**config.mk**
```make
export PLATFORM = sky130hd
export DESIGN_NAME = load_store_unit
export DESIGN_NICKNAME = d
export VERILOG_FILES = /design/src/rtl/lsu_pkg.sv /design/src/rtl/lsu_align.sv /design/src/rtl/load_store_unit.sv
export SDC_FILE = /design/constraint.sdc
export NUM_CORES = 1
export LEC_CHECK = 0
export BUFFER_PORTS_ARGS = -buffer_cell sky130_fd_sc_hd__buf_2
export CAP_MARGIN = 40
export CORE_MARGIN = 2
export CORE_UTILIZATION = 25
export CTS_CLUSTER_SIZE = 25
export DETAILED_ROUTE_END_ITERATION = 6
export PLACE_DENSITY = 0.44
export SKIP_CTS_REPAIR_TIMING = 1
export SLEW_MARGIN = 20
export SYNTH_ARGS = -nofsm -noshare
export SYNTH_HDL_FRONTEND = slang
export SYNTH_SLANG_ARGS = --single-unit
export TNS_END_PERCENT = 10
```
**constraint.sdc**
```tcl
create_clock -name clk -period 2.9 [get_ports clk]
set_input_delay 0.29 -clock clk [delete_from_list [all_inputs] [get_ports clk]]
set_output_delay 0.29 -clock clk [all_outputs]
set_load 0.005 [all_outputs]
```
**src/rtl/lsu_pkg.sv**
```systemverilog
// rtl/lsu_pkg.sv - shared funct3 codes, FSM states and fault codes for the load/store unit
package lsu_pkg;

    typedef enum logic [1:0] {
        ST_IDLE = 2'd0,
        ST_REQ  = 2'd1,
        ST_DONE = 2'd2
    } lsu_state_e;

    localparam logic [2:0] F3_B  = 3'd0;
    localparam logic [2:0] F3_H  = 3'd1;
    localparam logic [2:0] F3_W  = 3'd2;
    localparam logic [2:0] F3_BU = 3'd4;
    localparam logic [2:0] F3_HU = 3'd5;

    localparam logic [1:0] FC_NONE     = 2'b00;
    localparam logic [1:0] FC_MISALIGN = 2'b01;
    localparam logic [1:0] FC_ILLEGAL  = 2'b10;
    localparam logic [1:0] FC_TIMEOUT  = 2'b11;

    // Illegal encodings win over misalignment so a bad funct3 is never reported as an alignment issue.
    function automatic logic [1:0] check_access(input logic is_store, input logic [2:0] f3,
                                                input logic [1:0] lane);
        logic illegal;
        logic misalign;
        illegal  = is_store ? (f3 > F3_W) : (f3 == 3'd3 || f3 == 3'd6 || f3 == 3'd7);
        misalign = (f3[1:0] == 2'b01 && lane[0]) || (f3[1:0] == 2'b10 && lane != 2'b00);
        if (illegal)       return FC_ILLEGAL;
        else if (misalign) return FC_MISALIGN;
        else               return FC_NONE;
    endfunction

endpackage

```
**src/rtl/lsu_align.sv**
```systemverilog
// rtl/lsu_align.sv - byte-lane insert for stores and lane extract/extend for loads
module lsu_align
    import lsu_pkg::*;
(
    input  logic [2:0]  st_funct3,
    input  logic [1:0]  st_lane,
    input  logic [31:0] st_data,
    output logic [31:0] st_wdata,
    output logic [3:0]  st_wstrb,
    input  logic [2:0]  ld_funct3,
    input  logic [1:0]  ld_lane,
    input  logic [31:0] ld_rdata,
    output logic [31:0] ld_data
);

    logic [31:0] shifted;

    always_comb begin
        st_wdata = st_data;
        st_wstrb = 4'b1111;
        case (st_funct3[1:0])
            2'b00: begin
                st_wdata = {4{st_data[7:0]}};
                st_wstrb = 4'b0001 << st_lane;
            end
            2'b01: begin
                st_wdata = {2{st_data[15:0]}};
                st_wstrb = 4'b0011 << st_lane;
            end
            default: begin
                st_wdata = st_data;
                st_wstrb = 4'b1111;
            end
        endcase
    end

    always_comb begin
        shifted = ld_rdata >> {ld_lane, 3'b000};
        case (ld_funct3)
            F3_B:    ld_data = {{24{shifted[7]}}, shifted[7:0]};
            F3_H:    ld_data = {{16{shifted[15]}}, shifted[15:0]};
            F3_BU:   ld_data = {24'd0, shifted[7:0]};
            F3_HU:   ld_data = {16'd0, shifted[15:0]};
            default: ld_data = shifted;
        endcase
    end

endmodule

```
**src/rtl/load_store_unit.sv**
```systemverilog
// rtl/load_store_unit.sv - RV32I load/store sequencer; optional REQ timeout under LSU_TIMEOUT_EN
module load_store_unit
    import lsu_pkg::*;
#(
    parameter int TIMEOUT_CYCLES = 16
) (
    input  logic        clk,
    input  logic        reset,
    input  logic        start,
    input  logic        is_store,
    input  logic [2:0]  funct3,
    input  logic [31:0] base,
    input  logic [31:0] offset,
    input  logic [31:0] store_data,
    input  logic [4:0]  rd_in,
    output logic        busy,
    output logic        done,
    output logic        fault,
    output logic [1:0]  fault_code,
    output logic        wb_we,
    output logic [4:0]  wb_rd,
    output logic [31:0] wb_data,
    output logic        mem_req,
    output logic        mem_we,
    output logic [31:0] mem_addr,
    output logic [31:0] mem_wdata,
    output logic [3:0]  mem_wstrb,
    input  logic        mem_ready,
    input  logic [31:0] mem_rdata
);

    if (TIMEOUT_CYCLES < 1) begin : g_param_check
        $error("TIMEOUT_CYCLES must be at least 1");
    end

    lsu_state_e  state_q, state_d;
    logic        is_store_q, is_store_d;
    logic [2:0]  funct3_q, funct3_d;
    logic [1:0]  lane_q, lane_d;
    logic [4:0]  rd_q, rd_d;
    logic        busy_q, busy_d, done_q, done_d, fault_q, fault_d;
    logic [1:0]  fault_code_q, fault_code_d;
    logic        wb_we_q, wb_we_d;
    logic [4:0]  wb_rd_q, wb_rd_d;
    logic [31:0] wb_data_q, wb_data_d;
    logic        mem_req_q, mem_req_d, mem_we_q, mem_we_d;
    logic [31:0] mem_addr_q, mem_addr_d, mem_wdata_q, mem_wdata_d;
    logic [3:0]  mem_wstrb_q, mem_wstrb_d;

    logic [31:0] eff;
    logic [1:0]  start_fc;
    logic [31:0] st_wdata, ld_data;
    logic [3:0]  st_wstrb;

`ifdef LSU_TIMEOUT_EN
    localparam int CW = $clog2(TIMEOUT_CYCLES + 1);
    logic [CW-1:0] cnt_q, cnt_d;
`endif

    assign eff      = base + offset;
    assign start_fc = check_access(is_store, funct3, eff[1:0]);

    lsu_align u_align (
        .st_funct3 (funct3),
        .st_lane   (eff[1:0]),
        .st_data   (store_data),
        .st_wdata  (st_wdata),
        .st_wstrb  (st_wstrb),
        .ld_funct3 (funct3_q),
        .ld_lane   (lane_q),
        .ld_rdata  (mem_rdata),
        .ld_data   (ld_data)
    );

    always_comb begin
        state_d      = state_q;
        is_store_d   = is_store_q;
        funct3_d     = funct3_q;
        lane_d       = lane_q;
        rd_d         = rd_q;
        done_d       = 1'b0;
        fault_d      = 1'b0;
        fault_code_d = FC_NONE;
        wb_we_d      = 1'b0;
        wb_rd_d      = 5'd0;
        wb_data_d    = 32'd0;
        mem_req_d    = 1'b0;
        mem_we_d     = 1'b0;
        mem_addr_d   = 32'd0;
        mem_wdata_d  = 32'd0;
        mem_wstrb_d  = 4'd0;
`ifdef LSU_TIMEOUT_EN
        cnt_d        = '0;
`endif
        case (state_q)
            ST_IDLE: begin
                if (start) begin
                    is_store_d = is_store;
                    funct3_d   = funct3;
                    lane_d     = eff[1:0];
                    rd_d       = rd_in;
                    if (start_fc != FC_NONE) begin
                        state_d      = ST_DONE;
                        done_d       = 1'b1;
                        fault_d      = 1'b1;
                        fault_code_d = start_fc;
                    end else begin
                        state_d     = ST_REQ;
                        mem_req_d   = 1'b1;
                        mem_we_d    = is_store;
                        mem_addr_d  = {eff[31:2], 2'b00};
                        mem_wdata_d = is_store ? st_wdata : 32'd0;
                        mem_wstrb_d = is_store ? st_wstrb : 4'd0;
                    end
                end
            end
            ST_REQ: begin
                if (mem_ready) begin
                    state_d = ST_DONE;
                    done_d  = 1'b1;
                    if (!is_store_q && rd_q != 5'd0) begin
                        wb_we_d   = 1'b1;
                        wb_rd_d   = rd_q;
                        wb_data_d = ld_data;
                    end
`ifdef LSU_TIMEOUT_EN
                end else if (cnt_q == CW'(TIMEOUT_CYCLES - 1)) begin
                    state_d      = ST_DONE;
                    done_d       = 1'b1;
                    fault_d      = 1'b1;
                    fault_code_d = FC_TIMEOUT;
`endif
                end else begin
                    mem_req_d   = 1'b1;
                    mem_we_d    = mem_we_q;
                    mem_addr_d  = mem_addr_q;
                    mem_wdata_d = mem_wdata_q;
                    mem_wstrb_d = mem_wstrb_q;
`ifdef LSU_TIMEOUT_EN
                    cnt_d       = cnt_q + 1'b1;
`endif
                end
            end
            default: state_d = ST_IDLE;
        endcase
        busy_d = (state_d != ST_IDLE);
    end

    always_ff @(posedge clk or negedge reset) begin
        if (!reset) begin
            state_q      <= ST_IDLE;
            is_store_q   <= 1'b0;
            funct3_q     <= 3'd0;
            lane_q       <= 2'd0;
            rd_q         <= 5'd0;
            busy_q       <= 1'b0;
            done_q       <= 1'b0;
            fault_q      <= 1'b0;
            fault_code_q <= FC_NONE;
            wb_we_q      <= 1'b0;
            wb_rd_q      <= 5'd0;
            wb_data_q    <= 32'd0;
            mem_req_q    <= 1'b0;
            mem_we_q     <= 1'b0;
            mem_addr_q   <= 32'd0;
            mem_wdata_q  <= 32'd0;
            mem_wstrb_q  <= 4'd0;
`ifdef LSU_TIMEOUT_EN
            cnt_q        <= '0;
`endif
        end else begin
            state_q      <= state_d;
            is_store_q   <= is_store_d;
            funct3_q     <= funct3_d;
            lane_q       <= lane_d;
            rd_q         <= rd_d;
            busy_q       <= busy_d;
            done_q       <= done_d;
            fault_q      <= fault_d;
            fault_code_q <= fault_code_d;
            wb_we_q      <= wb_we_d;
            wb_rd_q      <= wb_rd_d;
            wb_data_q    <= wb_data_d;
            mem_req_q    <= mem_req_d;
            mem_we_q     <= mem_we_d;
            mem_addr_q   <= mem_addr_d;
            mem_wdata_q  <= mem_wdata_d;
            mem_wstrb_q  <= mem_wstrb_d;
`ifdef LSU_TIMEOUT_EN
            cnt_q        <= cnt_d;
`endif
        end
    end

    assign busy       = busy_q;
    assign done       = done_q;
    assign fault      = fault_q;
    assign fault_code = fault_code_q;
    assign wb_we      = wb_we_q;
    assign wb_rd      = wb_rd_q;
    assign wb_data    = wb_data_q;
    assign mem_req    = mem_req_q;
    assign mem_we     = mem_we_q;
    assign mem_addr   = mem_addr_q;
    assign mem_wdata  = mem_wdata_q;
    assign mem_wstrb  = mem_wstrb_q;

endmodule
```
==> results of run 1 <==
cell families (layout without fill, tap and decap cells):
| family | after synthesis | in the layout |
|---|---|---|
| flip-flops | 124 | 124 |
| AND/OR/NAND/NOR | 258 | 258 |
| adder cells (fa/ha/maj) | 32 | 32 |
| multiplexers | 44 | 44 |
| AO/OA/AOI/OAI | 240 | 240 |
| XOR/XNOR | 22 | 22 |
| buffers and inverters | 62 | 316 |
| other | 1 | 4 |
layer usage:
layer	GRT usage, %	vias up	part of all wire, %
met5	0	-	0.053
met4	3.763	2	1.0
met3	3.777	19	5.8
met2	27.38	203	48
met1	21.55	3091	45
li1	-	3259	-
metrics by stage:
stage | setup slack (ns) | cell area [um^2] | utilization [%] | power (mW)
global route | 0.4521 | 9465 | 34.07 | 6.221
global placement | 0.3003 | 8788 | 31.63 | 3.527
finish | 0.6858 | 9468 | 34.08 | 5.863
CTS | 0.6820 | 9453 | 34.03 | 5.964
floorplan | 0.4528 | 7059 | - | 2.933
detailed placement | 0.2525 | 8796 | 31.66 | 3.524
flip-flops by register name (all words and copies together), names as in the netlist:
signal,cells
lane_q,2
mem_addr,30
wb_we,1
busy,1
rd_q,5
done,1
fault,1
state_q,2
mem_wdata,32
mem_req,1
fault_code,2
wb_data,32
funct3_q,3
wb_rd,5
mem_we,1
is_store_q,1
mem_wstrb,4
synth_stat cells, types with 4 or more instances:
master	n	area share, %
sky130_fd_sc_hd__or2_2	4	0.35
sky130_fd_sc_hd__nand3_1	11	0.78
sky130_fd_sc_hd__a22o_1	12	1.5
sky130_fd_sc_hd__nor3b_1	4	0.43
sky130_fd_sc_hd__mux2i_1	43	6.1
sky130_fd_sc_hd__o21ai_0	73	5.2
sky130_fd_sc_hd__inv_1	13	0.69
sky130_fd_sc_hd__a21oi_1	63	4.5
sky130_fd_sc_hd__xor2_1	11	1.4
sky130_fd_sc_hd__nand4_1	6	0.53
sky130_fd_sc_hd__nand2_1	125	6.7
sky130_fd_sc_hd__o211ai_1	6	0.64
sky130_fd_sc_hd__nand2b_1	9	0.80
sky130_fd_sc_hd__a21o_1	11	1.2
sky130_fd_sc_hd__buf_1	6	0.32
sky130_fd_sc_hd__dfrtp_1	124	44
sky130_fd_sc_hd__and3_1	4	0.35
sky130_fd_sc_hd__xnor2_1	11	1.4
sky130_fd_sc_hd__nor2b_1	10	0.89
sky130_fd_sc_hd__nor2_1	48	2.6
sky130_fd_sc_hd__buf_2	4	0.28
sky130_fd_sc_hd__o21ai_1	15	1.1
sky130_fd_sc_hd__o21a_1	14	1.5
sky130_fd_sc_hd__ha_1	31	5.5
sky130_fd_sc_hd__nor3_1	9	0.64
sky130_fd_sc_hd__o2111ai_1	5	0.62
sky130_fd_sc_hd__clkbuf_1	37	2.0
sky130_fd_sc_hd__and2_1	11	0.98
sky130_fd_sc_hd__a211oi_1	16	1.7
final timing paths:
check                                  from            end  slack [ns]
worst max-delay path              offset[0]   mem_wdata[6]        0.69
worst min-delay path               rd_in[1]        rd_q[1]        0.08
worst max register to register   state_q[0]   mem_wdata[6]        0.82
worst min register to register  mem_addr[7]    mem_addr[7]        0.47
max in group asynchronous             reset    wb_data[25]        1.70
min in group asynchronous             reset  mem_wdata[26]        0.47
power groups by stage:
stage | sequential [mW] | combinational (mW) | clock, mW
finish | 2.02 | 1.46 | 2.39
floorplan | 1.99 | 0.942 | 0
detailed placement | 2.05 | 1.47 | 0
global route | 2.04 | 1.63 | 2.55
global placement | 2.05 | 1.48 | 0
CTS | 2.02 | 1.48 | 2.46
final cells by class:
class                           instances  share of cell area, %
Tap cell                              378                  4.995
Multi-Input combinational cell        598                  39.25
Clock buffer                           19                  4.678
Inverter                               13                 0.5154
Clock inverter                         13                  2.260
Timing Repair Buffer                  271                  15.48
Sequential cell                       124                  32.77
Antenna cell                            2                0.05286
worst min-delay path: stages:
cell and delay [ns]:
sky130_fd_sc_hd__buf_2 0.08, sky130_fd_sc_hd__nand2_1 0.04, sky130_fd_sc_hd__nand2_1 0.04
==> results.txt, run 1 <==
- VDD sags by at most around 0.39 mV.
* Worst hold stages: 3
* All-Layer GR Usage: between 10% and 20%
- Chip width: 172.0 um
* Arrival time reported for the critical path endpoint: ~2.6 ns
- Final standard cell count with taps included and fillers excluded: roughly 1.4k
- Post-route antenna net violation count: 0
- Number of instances in the placed design: 1,383
* Port Buf Inserts: between 200 and 300
- Proportion of power drawn by combinational gates: 24.8%
- Avg Cell Area, Syn: 9.011 um^2
- For this run, the top clock speed supported by timing is 451.6 MHz.
- In this design, the stage delay of the slowest critical-path cell is 0.54 ns.
- Final hold slack: 0.07885 ns
- Total power density per cell area: 619.3 nW/um^2
- Registers are responsible for 34.4% of the overall power.
- After floorplanning, the core was sized to cover 27,780 um^2.
- The number of clock buffers added by TritonCTS is 17.
* Overall overflow remaining after global route: 0
- Via total after detailed routing: roughly 6.6k
- Synthesis produced a netlist whose cell count is 783.
* Internal power contribution: around 4.0 mW
- After Yosys synthesis, and, or, nand and nor cells account for 16.94% of the synthesized area.
- Worst slew margin: 57.44%
- Kind of path behind the tightest hold check: primary input to flop
- Antenna violations before repair: 3
- In this run, synthesis produced a sequential element count of 124.
- Initial standard-cell utilization of the core: roughly a quarter
- Summing all multi-input logic gate instances after layout gives 3716 um^2.
* Storage element area: a little over 3000 um^2
* Final net count: 1,198
- Routed vias/inst: 4.636
- Net Sw Power: 1.827 mW
- Post-synthesis async set-or-reset flop share: 100.0%
- After clock tree synthesis, the clock-pin slew on the worst setup and hold paths is 0.06 ns.
- For this block, the routed nets add up to between 20 and 25 mm of wire.
- Cell Rows: 61
- Final clock skew: about 0.013 ns
- Xor and xnor area share after synthesis: under 10%
* Post-Syn Area: 7056 um^2
- Worst setup EP type: flop
- Deepest clock path buffer count: 2
* Setup repair after global routing missed its margin: false
- TritonCTS clock tree: yes
- The synthesized netlist devotes 5.781% of its cell area to adder and majority cells.
- Dividing the detail-routed wire length by the instance count gives approximately 17 um.
- Detailed placement finished with a half-perimeter wire length of 18.54 mm.
* Floorplan die height: 172.0 um
- The critical path goes through buf_2 -> ha_1 -> inv_1 -> fa_1 -> inv_1 -> o21ai_1 -> o21ai_1 -> nor3_2 -> buf_12 -> and2_1 -> a22o_1.
* Total count of hold-check failures in the final report: 0
- For this design, the sink count on the clock tree is 124.
- The setup path with the least slack is of type primary input to flop.
- In the finished design, the share of the clock period the worst path needs comes to 76.35%.
- Most used flip-flop cell after synthesis: sky130_fd_sc_hd__dfrtp_1
- Number of global-route vias before repair: around 6.6k
* Clock group share of total power: 40.7%
- Crit-path max FO: 18
- Warnings, synthesis: 0
- The congestion estimate from routability-driven global placement came to slightly above 0.8.
- Data on the critical path is required at its endpoint by 3.25 ns.
- Result of the run: finished, final reports clean
- Critical path buffers and inverters: 4
- Final-report max-slew violation count: 0
* Remaining DRCs: 0
* Setup crit start kind: primary input
- In the final timing run, aggregate negative setup slack is 0 ns.
- Clock Latency Late Sink: roughly 0.41 ns
* Top-level I/O count: 254
- Worst path depth: 11
- Number of maximum-capacitance violations: 0
- Number of levels the H-tree was split into: 4
* Final critical delay including setup and external delays: about 2.2 ns
- Largest delay share family, worst path: adder cells
- After the first detailed-routing iteration, the DRC count stood at 324.
- After synthesis, the largest family of logic cells by area is compound AO/OA/AOI/OAI gates.
- The synthesized netlist contains 60 unique library cells.
- Net switching is 31.16% of the power.
* Multiplexer share of the synthesized area: 6.260%
- Summed over all cells, the static leakage comes to 4.839 nW.
* R2r worst-path depth: 6
- After synthesis, flip-flops and latches occupy 43.98% of the total area.
- Fill cells in the final layout number 3,034.
* Overall die area: 29,580 um^2
- The top cell types in the final layout, fill and taps aside, are sky130_fd_sc_hd__buf_2 (250), sky130_fd_sc_hd__nand2_1 (125), sky130_fd_sc_hd__dfrtp_1 (124), sky130_fd_sc_hd__o21ai_0 (73), sky130_fd_sc_hd__a21oi_1 (63).
* Signed area change from the synthesized netlist to the final layout: 34.19%
- Cell at the slowest stage of the critical path: sky130_fd_sc_hd__fa_1
* EDFF count, synth: 0
- The pre-antenna-repair detailed-routing pass consisted of 5 iterations.
* Clock Tree Root: sky130_fd_sc_hd__clkbuf_16
- Transition time at the pin with the least slew margin: 0.6368 ns
- Fraction of layout cells with a size suffix above 1: 30.35%
- The synthesized netlist devotes between 20% and 30% of its cell area to compound gates.
- Entering global routing, the biggest net connects 70 pins.
- Setup violations remaining at the end of the flow were counted as 0.
* Most common cell after layout, fill and taps aside: sky130_fd_sc_hd__buf_2
- The first global-routing pass estimated 37.21 mm of wire.
Power figures use the tool's default switching activity.
==> run 2, diff against run 1 <==
ABC_AREA = 1   (was default)
PLACE_DENSITY = 0.45   (was 0.44)
clock period = 1.85 ns   (was 2.9 ns; I/O delays follow)
==> run 2 against run 1 <==
Compared with the run above: the flow now finishes with violations (negative hold slack); critical path depth unchanged; final cell count up 28%; non-clock buffer count increased by 28; sequential power grew 52%; wire length is 9.1% higher; sequential share of layout area decreased by 2.6 points; power increased by 54%; count of clock-buffer cells in the layout grew 2; die area grew 8.3%; critical path type unchanged; critical endpoint is now mem_wstrb[1]; largest power group unchanged.
==> results.txt, run 2 <==
- Port Buf Inserts: 251 (unchanged)
* All-Layer GR Usage: 16.70% (was 16.38%)
- Routed vias/inst: 4.358 (was 4.636)
- Static Leak: 6.108 nW (was 4.839 nW)
- The placed instance area came to 9653 um^2 (was 8796 um^2).
- Commonest cells in the netlist: sky130_fd_sc_hd__nand2_1 (418), sky130_fd_sc_hd__inv_1 (163), sky130_fd_sc_hd__dfrtp_1 (124) (was sky130_fd_sc_hd__nand2_1 (125), sky130_fd_sc_hd__dfrtp_1 (124), sky130_fd_sc_hd__o21ai_0 (73)).
- Overall overflow remaining after global route: 0 (unchanged)
* R2r worst-path depth: 7 (was 6)
* Result of the run: complete, but fails checks (was finished, final reports clean)
* Total detailed-routing wirelength: 26.55 mm (was 24.34 mm)
- The worst min-delay path category is primary input to flop (unchanged).
* Warnings, synthesis: 0 (unchanged)
- The final standard cell utilization of the core was 33.88% (was 34.08%).
* Top-level I/O count: 254 (unchanged)
* Avg Cell Area, Syn: 6.850 um^2 (was 9.011 um^2)
- Most area-consuming cells after synthesis: sky130_fd_sc_hd__dfrtp_1 (41%), sky130_fd_sc_hd__nand2_1 (20%), sky130_fd_sc_hd__inv_1 (8.0%) (was sky130_fd_sc_hd__dfrtp_1 (44%), sky130_fd_sc_hd__nand2_1 (6.7%), sky130_fd_sc_hd__mux2i_1 (6.1%)).
* Transition time at the pin with the least slew margin: 0.5054 ns (was 0.6368 ns)
- The final-report hold violation count came to 2 (was 0).
- Proportion of synthesized chip area in sequential cells: 40.52% (was 43.98%)
- Initial standard-cell utilization of the core: 25.23% (was 25.40%)
* Final standard cell count with taps included and fillers excluded: 1,813 (was 1,418)
* Net Sw Power: 3.020 mW (was 1.827 mW)
* DRT Pass-1 Iters: 5 (unchanged)
- Pin count of the biggest net entering global routing: 46 (was 70)
- The die boundary height is 179.0 um (was 172.0 um).
- The buffer depth of the longest clock path came to 2 (unchanged).
* Clock Latency Late Sink: 0.42 ns (was 0.41 ns)
- Timing would allow up to 620.2 MHz.
* Area occupied by multi-input gates: 3734 um^2 (was 3716 um^2)
- The area of the core region is 30,350 um^2 (was 27,780 um^2).
- Chip width: 179.0 um (was 172.0 um)
* Cell breakdown of the critical path: buf_2 -> ha_1 -> inv_1 -> fa_1 -> nand2_1 -> nand3_1 -> o21ai_4 -> nor2_8 -> nand2_2 -> buf_12 -> o21ai_0 (was buf_2 -> ha_1 -> inv_1 -> fa_1 -> inv_1 -> o21ai_1 -> o21ai_1 -> nor3_2 -> buf_12 -> and2_1 -> a22o_1)
* Internal power contribution: 6.018 mW (was 4.036 mW)
- The number of filler cells placed in the layout came to 3,385 (was 3,034).
* Post-Place Setup Slack: -0.1954 ns (was 0.2525 ns)
- Global-route wire length before repair: 41.00 mm (was 37.21 mm)
- The weighted congestion at the end of routability-driven global placement came to 0.8546 (was 0.8100).
* Fraction of power spent switching nets: 33.41% (was 31.16%)
* Final hold slack: -0.008584 ns (was 0.07885 ns)
- The master cell of the clock root buffer is sky130_fd_sc_hd__clkbuf_16 (unchanged).
* Most frequent cells in the layout: sky130_fd_sc_hd__nand2_1 (418), sky130_fd_sc_hd__buf_2 (250), sky130_fd_sc_hd__inv_1 (163), sky130_fd_sc_hd__dfrtp_1 (124), sky130_fd_sc_hd__nor2_1 (91) (was sky130_fd_sc_hd__buf_2 (250), sky130_fd_sc_hd__nand2_1 (125), sky130_fd_sc_hd__dfrtp_1 (124), sky130_fd_sc_hd__o21ai_0 (73), sky130_fd_sc_hd__a21oi_1 (63))
- The most common cell after layout, fill and taps aside is sky130_fd_sc_hd__nand2_1 (was sky130_fd_sc_hd__buf_2).
- Setup repair after global routing missed its margin: false (unchanged).
- The post-synthesis cell type with the largest combined area was sky130_fd_sc_hd__dfrtp_1 (unchanged).
* Via total after detailed routing: 7,901 (was 6,574)
- Number of global-route vias before repair: 7,756 (was 6,593)
- Setup crit start kind: primary input (unchanged)
- Setup-violating endpoint count in the final report: 0 (unchanged)
- The worst path needs between 1.5 and 2 ns of the cycle, external delays included.
* Remaining DRCs: 0 (unchanged)
- The post-detailed-route wirelength per cell is 14.64 um (was 17.16 um).
- Arrival time reported for the critical path endpoint: 1.94 ns (was 2.56 ns)
- The maximum fanout encountered on the critical timing path is 22 (was 18).
* Estimated wirelength of the detail-placed design: 21.12 mm (was 18.54 mm)
- Sequential power share: 34.1% (was 34.4%)
- TritonCTS clock tree: yes (unchanged)
* Worst setup slack after layout: 0.2377 ns (was 0.6858 ns)
* Number of levels the H-tree was split into: 4 (unchanged)
- The number of max-slew violations in the final report was 0 (unchanged).
* Cell Rows: 64 (was 61)
- The fraction of synthesized cell area taken by the top area cell type came to 40.52% (was 43.98%).
- The sort of element at the end of the critical path was a flop (unchanged).
- Worst supply voltage drop on vdd: 0.6556 mV (was 0.3873 mV)
* Overall die area: 32,050 um^2 (was 29,580 um^2)
* Violated checks: negative hold slack
* Clock group share of total power: 38.0% (was 40.7%)
- The count of unique library cells instantiated by Yosys came to 35 (was 60).
- The number of nets in the final layout came to 1,575 (was 1,198).
* Number of instances in the placed design: 1,776 (was 1,383)
- The synthesis-to-layout area growth is 34.24% (was 34.19%).
- The number of antenna violations at the first check in global routing is 2 (was 3).
- The tightest slew margin relative to the limit is 66.18% (was 57.44%).
- Crit Path Class: primary input to flop (unchanged)
- The power density over the cells was 879.1 nW/um^2 (was 619.3 nW/um^2).
* Most common cell in the synthesized netlist: sky130_fd_sc_hd__nand2_1 (unchanged)
- Fraction of layout cells with a size suffix above 1: 24.10% (was 30.35%)
* Ratio of final minimum period to clock period: a little under 90%
- The worst hold path cell count is 3 (unchanged).
- The number of standard cells after synthesis came to 1,118 (was 783).
- Proportion of power drawn by combinational gates: 27.9% (was 24.8%)
* Final clock skew: 0.01226 ns (was 0.01298 ns)
* Most used flip-flop cell after synthesis: sky130_fd_sc_hd__dfrtp_1 (unchanged)
- Data required time at the worst endpoint: 2.18 ns (was 3.25 ns)
- EDFF count, synth: 0 (unchanged)
* Number of maximum-capacitance violations: 0 (unchanged)
* Post-Syn Area: 7659 um^2 (was 7056 um^2)
- The number of buffers created by CTS was 17 (unchanged).
- Post-route antenna net violation count: 0 (unchanged)
- Max incr delay on CP: 0.51 ns (was 0.54 ns)
* Seq cells post-synth: 124 (unchanged)
- The detailed router's first-iteration violation count was 342 (was 324).
- The clock slew at the register clock pins of the worst setup and hold paths came to 0.06 ns (about the same).
* Cell at the slowest stage of the critical path: sky130_fd_sc_hd__fa_1 (unchanged)
- The final instance area is 10,280 um^2 (was 9468 um^2).
- The sequential cell area in the final layout was 3103 um^2 (unchanged).
- Post-synthesis async set-or-reset flop share: 100.0% (unchanged)
- Number of clock sinks: 124 (unchanged)
-- run 2: cell families after synthesis --
group,Yosys count,share of synthesized area [%]
other cells,1,0.04896
xor+xnor,4,0.4575
buf+inv,203,10.88
flops,124,40.52
simple gates,587,30.52
fa+ha+maj,32,5.326
compound gates,167,12.25
-- run 2: critical path, delay by kind of cell --
| family | cells | cell delay, ns |
|---|---|---|
| simple gates | 4 | 0.48 |
| fa+ha+maj | 2 | 0.70 |
| compound gates | 2 | 0.25 |
| buf+inv | 3 | 0.33 |
-- run 2: power groups by stage --
| stage | Clock, mW | Combinational (mW) | Sequential [mW] |
|---|---|---|---|
| 6_report | 3.43 | 2.52 | 3.08 |
| 2_1_floorplan | 0 | 1.54 | 3.08 |
| 4_1_cts | 3.56 | 2.56 | 3.09 |
| 3_5_place_dp | 0 | 2.55 | 3.13 |
| 3_3_place_gp | 0 | 2.54 | 3.13 |
| 5_1_grt | 3.67 | 2.88 | 3.11 |
-- run 2: path summary, 6_finish.rpt --
path                               from             to  slack [ns]
setup / recovery              offset[0]   mem_wstrb[1]        0.24
min in group asynchronous         reset  mem_wdata[20]        0.29
hold reg to reg            mem_addr[21]   mem_addr[21]        0.48
setup reg to reg              lane_q[0]    wb_data[17]        0.25
hold / removal                 rd_in[3]        rd_q[3]      -0.009
max in group asynchronous         reset  mem_wdata[26]        0.97
-- run 2: layout make-up --
cell class | instances | area share, %
inverter | 168 | 6.158
clock inverter | 11 | 1.387
antenna | 2 | 0.04868
multi-input combinational | 792 | 36.31
timing repair buffer | 299 | 16.71
sequential | 124 | 30.18
tap | 396 | 4.819
clock buffer | 21 | 4.381
-- run 2: layer usage --
metal | routed length [um] | track usage, % | vias to the layer above
met4 | 345 | 4.370 | 0
met3 | 1654 | 2.947 | 22
met1 | 11460 | 21.19 | 3584
met2 | 13090 | 29.13 | 239
li1 | - | - | 4056
met5 | 0 | 0 | -
-- run 2: per-stage QoR --
stage               power, mW  setup TNS, ns
floorplan               4.623              0
global placement        5.675         -4.265
detailed placement      5.682         -7.105
CTS                     9.209              0
global route            9.658              0
finish                  9.038              0
==> run 3, diff against run 2 <==
BUFFER_PORTS_ARGS = default   (was -buffer_cell sky130_fd_sc_hd__buf_2)
DONT_BUFFER_PORTS = 1   (was default)
PLACE_DENSITY = default   (was 0.45)
PLACE_DENSITY_LB_ADDON = 0.05   (was default)
==> run 3 against run 2 <==
Compared with the run above: the flow still finishes with violations (negative hold slack); power down 2.5%; core utilization down 3.2 points; wire length down 0.47%; die area unchanged; clock skew up 0.0016 ns; non-clock buffer count down 223; global-route usage down 0.27 points; worst setup slack better by 0.037 ns; register-to-register slack better by 0.02 ns; critical path depth down 3; via count down 11%; largest power group unchanged; highest routed layer unchanged.
==> results.txt, run 3 (synthesized netlist as in run 2, its figures left out) <==
* Result of the run: complete, but fails checks (unchanged)
* Violated checks: negative hold slack (unchanged)
- Clock Latency Late Sink: 0.42 ns (about the same)
- The average via count per standard cell was 4.442 (was 4.358).
* Chip width: 179.0 um (unchanged)
- Antenna violations before repair: 0 (was 2)
* Number of maximum-capacitance violations: 0 (unchanged)
- Final-report max-slew violation count: 0 (unchanged)
- The startpoint type of the worst setup path is a flop (was primary input).
- The number of antenna cells inserted came to 0 (was 2).
* Total detailed-routing wirelength: 26.42 mm (was 26.55 mm)
- Number of levels the H-tree was split into: 4 (unchanged)
- The CTS sink count was 124 (unchanged).
- The final-report hold violation count was 132 (was 2).
* TritonCTS clock tree: yes (unchanged)
* Arrival time reported for the critical path endpoint: 1.88 ns (was 1.94 ns)
- Most common cell after layout, fill and taps aside: sky130_fd_sc_hd__nand2_1 (unchanged)
- Placed cell areas: 8293 um^2 (was 9653 um^2)
- Final net count: 1,352 (was 1,575)
- Max Fclk: 634.6 MHz (was 620.2 MHz)
* Initial standard-cell utilization of the core: 25.23% (unchanged)
- The die boundary height is 179.0 um (unchanged).
- Clock Tree Root: sky130_fd_sc_hd__clkbuf_16 (unchanged)
- Final weighted congestion in routability-driven placement: 0.7840 (was 0.8546)
- The worst min-delay path category is primary input to async pin (was primary input to flop).
- The maximum number of pins on one net before global-route repair came to 125 (was 46).
* Register-to-Register Setup Slack: 0.27 ns (was 0.25 ns)
* Cell at the slowest stage of the critical path: sky130_fd_sc_hd__dfrtp_1 (was sky130_fd_sc_hd__fa_1)
- The detailed router's first-iteration violation count is 319 (was 342).
- Signed area change from the synthesized netlist to the final layout: 21.39% (was 34.24%)
* Ratio of final minimum period to clock period: 85.17% (was 87.15%)
- The switching fraction of total power is 33.19% (was 33.41%).
* Clock edge transition at the registers on the reported setup and hold paths: 0.06 ns (about the same)
- The leakage power total came to 5.058 nW (was 6.108 nW).
- The post-detailed-route wirelength per cell came to 16.64 um (was 14.64 um).
- Setup total negative slack: 0 ns (unchanged)
- The all-layer global routing usage is 16.44% (was 16.70%).
- The data required time at the worst endpoint came to 2.15 ns (was 2.18 ns).
- The count of TritonRoute iterations in the first routing pass was 5 (unchanged).
- The buffer depth of the longest clock path was 2 (unchanged).
- The floorplan row count is 64 (unchanged).
* Number of global-route vias before repair: 6,996 (was 7,756)
* Internal power contribution: 5.889 mW (was 6.018 mW)
- The final instance area came to 9296 um^2 (was 10,280 um^2).
- The longest individual stage delay on the worst path is 0.48 ns (was 0.51 ns).
- Overall overflow remaining after global route: 0 (unchanged)
* Setup-violating endpoint count in the final report: 0 (unchanged)
* Sequential power share: 35.4% (was 34.1%)
* Final critical delay including setup and external delays: 1.576 ns (was 1.612 ns)
- Crit-path max FO: 16 (was 22)
- Setup repair after global routing missed its margin: false (unchanged)
- Worst setup EP type: flop (unchanged)
- The number of top-level pins came to 254 (unchanged).
* Placeable core region: 30,350 um^2 (unchanged)
- Clock buffer count from CTS: 17 (unchanged)
* Port Buf Inserts: 0 (was 251)
- Final clock skew: 0.01384 ns (was 0.01226 ns)
- Fraction of layout cells with a size suffix above 1: 7.047% (was 24.10%)
- The count of nets left with antenna violations after detail routing came to 0 (unchanged).
- The global-route wire length before repair is 39.81 mm (was 41.00 mm).
- The placed wire-length estimate after detailed placement was 19.78 mm (was 21.12 mm).
- Worst supply voltage drop on vdd: 0.5976 mV (was 0.6556 mV)
- Most frequent cells in the layout: sky130_fd_sc_hd__nand2_1 (418), sky130_fd_sc_hd__inv_1 (163), sky130_fd_sc_hd__dfrtp_1 (124), sky130_fd_sc_hd__nor2_1 (91), sky130_fd_sc_hd__nand3_1 (58) (was sky130_fd_sc_hd__nand2_1 (418), sky130_fd_sc_hd__buf_2 (250), sky130_fd_sc_hd__inv_1 (163), sky130_fd_sc_hd__dfrtp_1 (124), sky130_fd_sc_hd__nor2_1 (91)).
* Total power density per cell area: 948.1 nW/um^2 (was 879.1 nW/um^2)
- Overall die area: 32,050 um^2 (unchanged)
- The type of the setup path with the least slack is flop to flop (was primary input to flop).
* Proportion of power drawn by combinational gates: 24.8% (was 27.9%)
- Cell breakdown of the critical path: inv_1 -> nand2_1 -> nor2_1 -> a21oi_1 -> o21ai_2 -> o21ai_4 -> buf_12 -> nor2_1 (was buf_2 -> ha_1 -> inv_1 -> fa_1 -> nand2_1 -> nand3_1 -> o21ai_4 -> nor2_8 -> nand2_2 -> buf_12 -> o21ai_0)
- The cell that appears most often on the critical path is sky130_fd_sc_hd__nor2_1.
* Net Sw Power: 2.926 mW (was 3.020 mW)
- The count of unresolved DRC violations after routing came to 0 (unchanged).
- The part of the total power dissipated in the clock network came to 39.8% (was 38.0%).
- The total vias in the final route was 7,054 (was 7,901).
- The worst hold-check slack was -0.5434 ns (was -0.008584 ns).
## run 3: changes by cell type in the layout (fill, tap and decap cells not counted), moves of 2 or more
cell and change:
sky130_fd_sc_hd__buf_12 -2, sky130_fd_sc_hd__buf_2 -250, sky130_fd_sc_hd__buf_4 -5, sky130_fd_sc_hd__diode_2 -2, sky130_fd_sc_hd__dlygate4sd3_1 +35
## run 3: cell type report
cell class                 instances  area [um^2]
fill                            3386        21050
multi-input combinational        792         3734
sequential                       124         3103
timing repair buffer              76        728.2
inverter                         168        633.1
tap                              396        495.5
clock buffer                      21        460.4
clock inverter                    11        142.6
## run 3: final timing paths
kind / startpoint / to / depth (start not counted)
setup reg to reg: lane_q[0] / wb_data[28] / 8
min in group clk: store_data[12] / mem_wdata[12] / 2
max in group asynchronous: reset / mem_addr[28] / 0
setup / recovery: lane_q[0] / wb_data[28] / 8
hold / removal: reset / mem_wdata[5] / 0
hold reg to reg: funct3_q[2] / funct3_q[2] / 2
## run 3: per-layer routing
layer / up-vias / wire length [um] / global-route usage [%]
li1: 3632 / - / -
met1: 3227 / 11470 / 20.33
met2: 179 / 12880 / 28.29
met3: 16 / 1839 / 4.495
met4: 0 / 236 / 3.862
met5: - / 0 / 0
## run 3: critical path, delay by kind of cell, from the launching register on
family | cells | cell delay (ns)
flip-flops | 1 | 0.48
AO/OA/AOI/OAI | 3 | 0.48
buffers and inverters | 2 | 0.28
AND/OR/NAND/NOR | 3 | 0.21
## run 3: stage by stage
step                      hold slack [ns]  power (mW)  std cells  setup WS (ns)  utilization [%]
after floorplan                   -0.1106       4.623       1119        0.01909                -
after global placement            -0.1073       5.339       1517       -0.06611            27.33
after detailed placement          -0.1069       5.320       1517       -0.06296            27.33
after CTS                         -0.5719       8.923       1549         0.1032            29.31
after global routing              -0.5763       9.446       1588         0.1216            30.63
final                             -0.5434       8.814       1588         0.2743            30.63
## run 3: power by group through the flow
stage / sequential (mW) / combinational [mW] / clock (mW)
6_report: 3.12 / 2.19 / 3.50
5_1_grt: 3.15 / 2.53 / 3.76
3_5_place_dp: 3.18 / 2.14 / 0
4_1_cts: 3.13 / 2.15 / 3.64
2_1_floorplan: 3.08 / 1.54 / 0
3_3_place_gp: 3.19 / 2.15 / 0
